[src/rtl/rv_launch_pkg.sv]
// Shared definitions for the host-side launch controller and its helpers.
package rv_launch_pkg;

    localparam int IMEM_AW_DEF = 10;
    localparam int DMEM_AW_DEF = 10;
    localparam int TMO_W_DEF   = 24;

    // Instruction whose execution makes the core raise its done output.
    localparam logic [31:0] ECALL_INSN = 32'h00000073;

    typedef enum logic [2:0] {
        IDLE,
        LOAD,
        RUN,
        RD_ISSUE,
        RD_WAIT,
        RD_OUT,
        FIN
    } launch_state_e;

endpackage

[src/rtl/rv_launch_timer.sv]
// Clearable free-running counter that flags when it sits at its maximum value.
module rv_launch_timer #(
    parameter int W = 24
) (
    input  logic clk,
    input  logic rst,
    input  logic clr,
    input  logic en,
    output logic at_max
);

    localparam logic [W-1:0] ONE = W'(1);

    logic [W-1:0] count;

    // Count enabled cycles; clear takes priority so a fresh launch starts from zero.
    always_ff @(posedge clk or negedge rst) begin
        if (!rst) begin
            count <= '0;
        end else if (clr) begin
            count <= '0;
        end else if (en) begin
            count <= count + ONE;
        end
    end

    assign at_max = &count;

endmodule

[src/rtl/rv_launch_ctrl.sv]
// Host launcher: loads a program into IMEM, runs the core, then streams a DMEM window out.
module rv_launch_ctrl
    import rv_launch_pkg::*;
#(
    parameter int IMEM_AW = IMEM_AW_DEF,
    parameter int DMEM_AW = DMEM_AW_DEF,
    parameter int TMO_W   = TMO_W_DEF
) (
    input  logic               clk,
    input  logic               rst,
    input  logic               cmd_go,
    input  logic [IMEM_AW:0]   prog_len,
    input  logic [DMEM_AW-1:0] rd_base,
    input  logic [DMEM_AW:0]   rd_len,
    input  logic               s_valid,
    input  logic [31:0]        s_data,
    output logic               s_ready,
    output logic               imem_we,
    output logic [IMEM_AW-1:0] imem_addr,
    output logic [31:0]        imem_wdata,
    output logic               core_start,
    input  logic               core_done,
    output logic               dmem_re,
    output logic [DMEM_AW-1:0] dmem_addr,
    input  logic [31:0]        dmem_rdata,
    output logic               m_valid,
    output logic [31:0]        m_data,
    input  logic               m_ready,
    output logic               busy,
    output logic               done,
    output logic               timeout_err
);

    localparam logic [IMEM_AW:0] PLEN_MAX = {1'b1, {IMEM_AW{1'b0}}};
    localparam logic [IMEM_AW:0] PLEN_ONE = (IMEM_AW+1)'(1);
    localparam logic [DMEM_AW:0] RLEN_MAX = {1'b1, {DMEM_AW{1'b0}}};
    localparam logic [DMEM_AW:0] RLEN_ONE = (DMEM_AW+1)'(1);

    launch_state_e state, state_nxt;

    logic [IMEM_AW:0]   prog_len_q;
    logic [DMEM_AW-1:0] rd_base_q;
    logic [DMEM_AW:0]   rd_len_q;
    logic [IMEM_AW:0]   wcnt;
    logic [DMEM_AW:0]   rcnt;
    logic [31:0]        m_data_q;
    logic               core_start_q;
    logic               timeout_q;
    logic               timeout_set;
    logic               tmr_at_max;
    logic               accept;
    logic               last_word;
    logic               last_read;

    assign accept    = (state == IDLE) && cmd_go;
    assign last_word = (wcnt == prog_len_q - PLEN_ONE);
    assign last_read = (rcnt == rd_len_q - RLEN_ONE);

    rv_launch_timer #(
        .W(TMO_W)
    ) u_timer (
        .clk    (clk),
        .rst    (rst),
        .clr    (accept),
        .en     (state == RUN),
        .at_max (tmr_at_max)
    );

    // State register.
    always_ff @(posedge clk or negedge rst) begin
        if (!rst) begin
            state <= IDLE;
        end else begin
            state <= state_nxt;
        end
    end

    // Next-state logic and per-state strobes; core_done beats the timeout in the same cycle.
    always_comb begin
        state_nxt   = state;
        s_ready     = 1'b0;
        imem_we     = 1'b0;
        dmem_re     = 1'b0;
        m_valid     = 1'b0;
        done        = 1'b0;
        timeout_set = 1'b0;
        case (state)
            IDLE: begin
                if (cmd_go) begin
                    state_nxt = (prog_len != '0) ? LOAD : RUN;
                end
            end
            LOAD: begin
                s_ready = 1'b1;
                if (s_valid) begin
                    imem_we = 1'b1;
                    if (last_word) begin
                        state_nxt = RUN;
                    end
                end
            end
            RUN: begin
                if (core_done) begin
                    state_nxt = (rd_len_q != '0) ? RD_ISSUE : FIN;
                end else if (tmr_at_max) begin
                    timeout_set = 1'b1;
                    state_nxt   = FIN;
                end
            end
            RD_ISSUE: begin
                dmem_re   = 1'b1;
                state_nxt = RD_WAIT;
            end
            RD_WAIT: begin
                state_nxt = RD_OUT;
            end
            RD_OUT: begin
                m_valid = 1'b1;
                if (m_ready) begin
                    state_nxt = last_read ? FIN : RD_ISSUE;
                end
            end
            FIN: begin
                done      = 1'b1;
                state_nxt = IDLE;
            end
            default: begin
                state_nxt = IDLE;
            end
        endcase
    end

    // Latch launch parameters, clamping lengths to the memory depth.
    always_ff @(posedge clk or negedge rst) begin
        if (!rst) begin
            prog_len_q <= '0;
            rd_base_q  <= '0;
            rd_len_q   <= '0;
        end else if (accept) begin
            prog_len_q <= prog_len[IMEM_AW] ? PLEN_MAX : prog_len;
            rd_base_q  <= rd_base;
            rd_len_q   <= rd_len[DMEM_AW] ? RLEN_MAX : rd_len;
        end
    end

    // Word counters for the program load and the result read-back.
    always_ff @(posedge clk or negedge rst) begin
        if (!rst) begin
            wcnt <= '0;
            rcnt <= '0;
        end else if (accept) begin
            wcnt <= '0;
            rcnt <= '0;
        end else begin
            if (imem_we) begin
                wcnt <= wcnt + PLEN_ONE;
            end
            if (m_valid && m_ready) begin
                rcnt <= rcnt + RLEN_ONE;
            end
        end
    end

    // Result register, start level and sticky timeout flag.
    always_ff @(posedge clk or negedge rst) begin
        if (!rst) begin
            m_data_q     <= '0;
            core_start_q <= 1'b0;
            timeout_q    <= 1'b0;
        end else begin
            core_start_q <= (state_nxt == RUN);
            if (state == RD_WAIT) begin
                m_data_q <= dmem_rdata;
            end
            if (accept) begin
                timeout_q <= 1'b0;
            end else if (timeout_set) begin
                timeout_q <= 1'b1;
            end
        end
    end

    assign imem_addr   = wcnt[IMEM_AW-1:0];
    assign imem_wdata  = imem_we ? s_data : '0;
    assign dmem_addr   = rd_base_q + rcnt[DMEM_AW-1:0];
    assign m_data      = m_data_q;
    assign core_start  = core_start_q;
    assign timeout_err = timeout_q;
    assign busy        = (state != IDLE);

endmodule

[config.mk]
export PLATFORM = sky130hd
export DESIGN_NAME = rv_launch_ctrl
export DESIGN_NICKNAME = d
export VERILOG_FILES = /design/src/rtl/rv_launch_pkg.sv /design/src/rtl/rv_launch_timer.sv /design/src/rtl/rv_launch_ctrl.sv
export SDC_FILE = /design/constraint.sdc
export NUM_CORES = 1
export LEC_CHECK = 0
export CAP_MARGIN = 30
export CELL_PAD_IN_SITES_DETAIL_PLACEMENT = 0
export CELL_PAD_IN_SITES_GLOBAL_PLACEMENT = 2
export CORE_UTILIZATION = 28
export DETAILED_ROUTE_END_ITERATION = 16
export PLACE_DENSITY = 0.86
export SETUP_SLACK_MARGIN = 0.4
export SLEW_MARGIN = 20
export SYNTH_ARGS = -nofsm -noshare
export SYNTH_HDL_FRONTEND = slang
export SYNTH_SLANG_ARGS = --single-unit
[constraint.sdc]
create_clock -name clk -period 2.75 [get_ports clk]
set_input_delay 0.55 -clock clk [delete_from_list [all_inputs] [get_ports clk]]
set_output_delay 0.55 -clock clk [all_outputs]
set_load 0.01 [all_outputs]
==> results <==
-- area by class of cell --
cell class,instances,share of cell area (%)
Multi-Input combinational cell,484,36.0
Inverter,19,0.735
Timing Repair Buffer,243,23.7
Clock buffer,18,4.43
Tap cell,280,3.61
Sequential cell,115,29.7
Clock inverter,14,1.86
-- routing by layer --
metal  share of wire [%]  vias to the layer above  wire length, um
met2                  46                      151             8070
met1                  46                     2618             7940
li1                    -                     2715                -
met5                   0                        -                0
met3                 7.2                       15             1250
met4                0.94                        0              164
-- per-stage QoR --
stage               setup slack (ns)  TNS (ns)
detailed placement            -0.121    -0.327
global route                  -0.275     -1.01
floorplan                      0.340         0
global placement              -0.103    -0.224
CTS                           -0.105    -0.258
finish                       -0.0964    -0.237
-- final timing paths --
kind | end | slack [ns] | cells past startpoint
setup reg to reg | core_start | 0.39 | 10
max in group asynchronous | m_data[18] | 2.01 | 2
min in group clk | rd_base_q[6] | 0.48 | 2
setup / recovery | dmem_addr[9] | -0.1 | 9
hold / removal | rd_base_q[1] | 0.12 | 1
hold reg to reg | rd_base_q[6] | 0.48 | 2
-- layout by cell type, fill, tap and decap left out, types with 12 or more instances in the layout --
master	instances
buf_2	32
mux2_2	32
clkbuf_16	18
dfrtp_1	113
nand4_1	13
buf_4	39
xor2_1	39
inv_1	16
nand3b_1	21
nor2_1	52
and3_1	29
nand2_1	95
buf_6	12
o21ai_0	17
xnor2_1	27
clkdlybuf4s50_1	146
a21oi_1	15
-- what timing repair did --
item,4_1_cts,5_1_grt
buffers inserted,11,3
gates resized for setup,195,34
setup endpoints to repair,47,28
gates cloned,2,1
pin swaps,16,19
-- power breakdown --
part / switching [mW] / internal, mW / leakage, nW
registers: 0.457 / 2.19 / 1.51
logic: 2.03 / 2.51 / 2.67
clock network: 0.838 / 1.43 / 0.279
-- flip-flops by register name (all words and copies together), names as in the netlist --
register,count
rd_base_q,10
rd_len_q,11
u_timer.count,24
core_start,1
rcnt,11
state,3
timeout_err,1
m_data,32
wcnt,11
prog_len_q,11
-- kinds of logic (layout without fill, tap and decap cells) --
family          after synthesis  after routing  synth area share, %
simple gates                302            302                 25.7
flops                       115            115                 45.0
xor+xnor                     70             70                 9.59
compound gates               62             62                 6.16
buf+inv                      60            294                 4.42
mux                          35             35                 6.10
fa+ha+maj                    15             15                 3.05
==> results.json <==
{
  "status": "finished, violations left",
  "violations": "negative setup slack",
  "fin_skew_ns": 0.00888,
  "cp-start-kind": "register",
  "cp_top_family": "compound AO/OA/AOI/OAI gates",
  "area_growth_pct": 51.7,
  "io_pins": 194,
  "synthesis.nets": 776,
  "critPathMostFrequentCell": "a21oi_2",
  "grt_pass1_vias": 5627,
  "placedInstanceArea_sq_um": 8790,
  "synth-edff-count": 0,
  "route.detailed.drc": 0,
  "diodes": 0,
  "total_leakage_power_nw": 4.45,
  "die_x_um": 153,
  "busiest_layer": "met2",
  "setup_viol": 4,
  "yosys.area.top_type_share_pct": 45.0,
  "grt_first_pass_wirelength_um": 28500,
  "finalMaxSlewViolations": 0,
  "yosys.cell_count.top_type": "dfrtp_1",
  "grt_max_degree": 87,
  "r2r_start": "rd_len_q[1]",
  "final_util_pct": 43.9,
  "cts.sinks": 115,
  "crit_fanout": 3,
  "worst_slack_ns": -0.0964,
  "critPathBufInv": 1,
  "ctsHoldBuffers": 0,
  "synthesis.instances": 659,
  "final_cells": 1173,
  "core_sq_um": 22100,
  "cp_slowest_cell": "dfrtp_1",
  "crit_required_ns": 2.20,
  "crit_chain": "ha_1, a21o_1, a21oi_2, o21bai_1, a21oi_2, o21ai_2, and4_1, nor3_2, buf_2",
  "n_fill_cell": 2150,
  "ir_worst_vdd_uv": 480,
  "overflow": 0,
  "p_per_area_nw_per_um2": 976,
  "port-buffer-count": 193,
  "multi_input_area_sq_um": 3490,
  "critPathMaxStageDelay_ns": 0.38,
  "drive_gt1_share_pct": 24.4,
  "avgSynthCellArea_sq_um": 9.70,
  "worst_slew_pin_slew_ns": 0.549,
  "synth_cell_types": 59,
  "slew_headroom_pct": 63.4,
  "cts-buffers-inserted": 17,
  "finalCriticalPeriod_ns": 2.85,
  "holdWs_ns": 0.116,
  "fmax_mhz": 351,
  "htreeDepth": 4,
  "die_area_sq_um": 23400,
  "vias": 5499,
  "critPathArrivalTime_ns": 2.30,
  "maxCapViolations": 0,
  "clockBufferDepth": 2,
  "crit_start": "rcnt[1]",
  "drtPass1Iterations": 4,
  "final_area_sq_um": 9700,
  "cts_tree": "done",
  "fin_crit_sh_pct": 104,
  "grt_use_met3_pct": 5.64,
  "rsz0062_at_grt": "true",
  "synth-seq-cells": 115,
  "fin_nets": 997,
  "die_y_um": 153,
  "yosys-top-cells-count": "dfrtp_1, nand2_1, nor2_1",
  "routed_wl_um": 17400,
  "cts-root-buf": "clkbuf_16",
  "clk_latency_ns": 0.42,
  "ys.flop_type": "dfrtp_1",
  "grtUsageMet1_pct": 18.7,
  "yosys.area.top_type": "dfrtp_1",
  "synth.area.top_cells": "dfrtp_1, mux2_2, nand2_1",
  "synth-warning-count": 0,
  "async_flop_share_pct": 100,
  "power_mw": 9.47,
  "rows": 54,
  "area.sequential_sq_um": 2880,
  "drt-vias-per-instance": 4.69,
  "start_util_pct": 28.9,
  "final_hold_viol_count": 0,
  "seq_area_frac_synth_pct": 45.0,
  "grt_usage_pct": 15.3,
  "dp_hpwl_um": 12200,
  "antenna_found_initial": 0,
  "drtAntennaViolNets": 0,
  "clkTransAtPathRegs_ns": 0.05,
  "gp_congestion": 0.740,
  "synthesis.area_sq_um": 6390,
  "hold_class": "input pin to asynchronous set/reset pin",
  "gr-usage-met2_pct": 25.3,
  "first_iter_violations": 187,
  "dp.cells": 1124,
  "wl_per_cell_um": 14.9,
  "crit_type": "register to output port",
  "crit_path_end_kind": "output port"
}
Power figures use the tool's default switching activity.
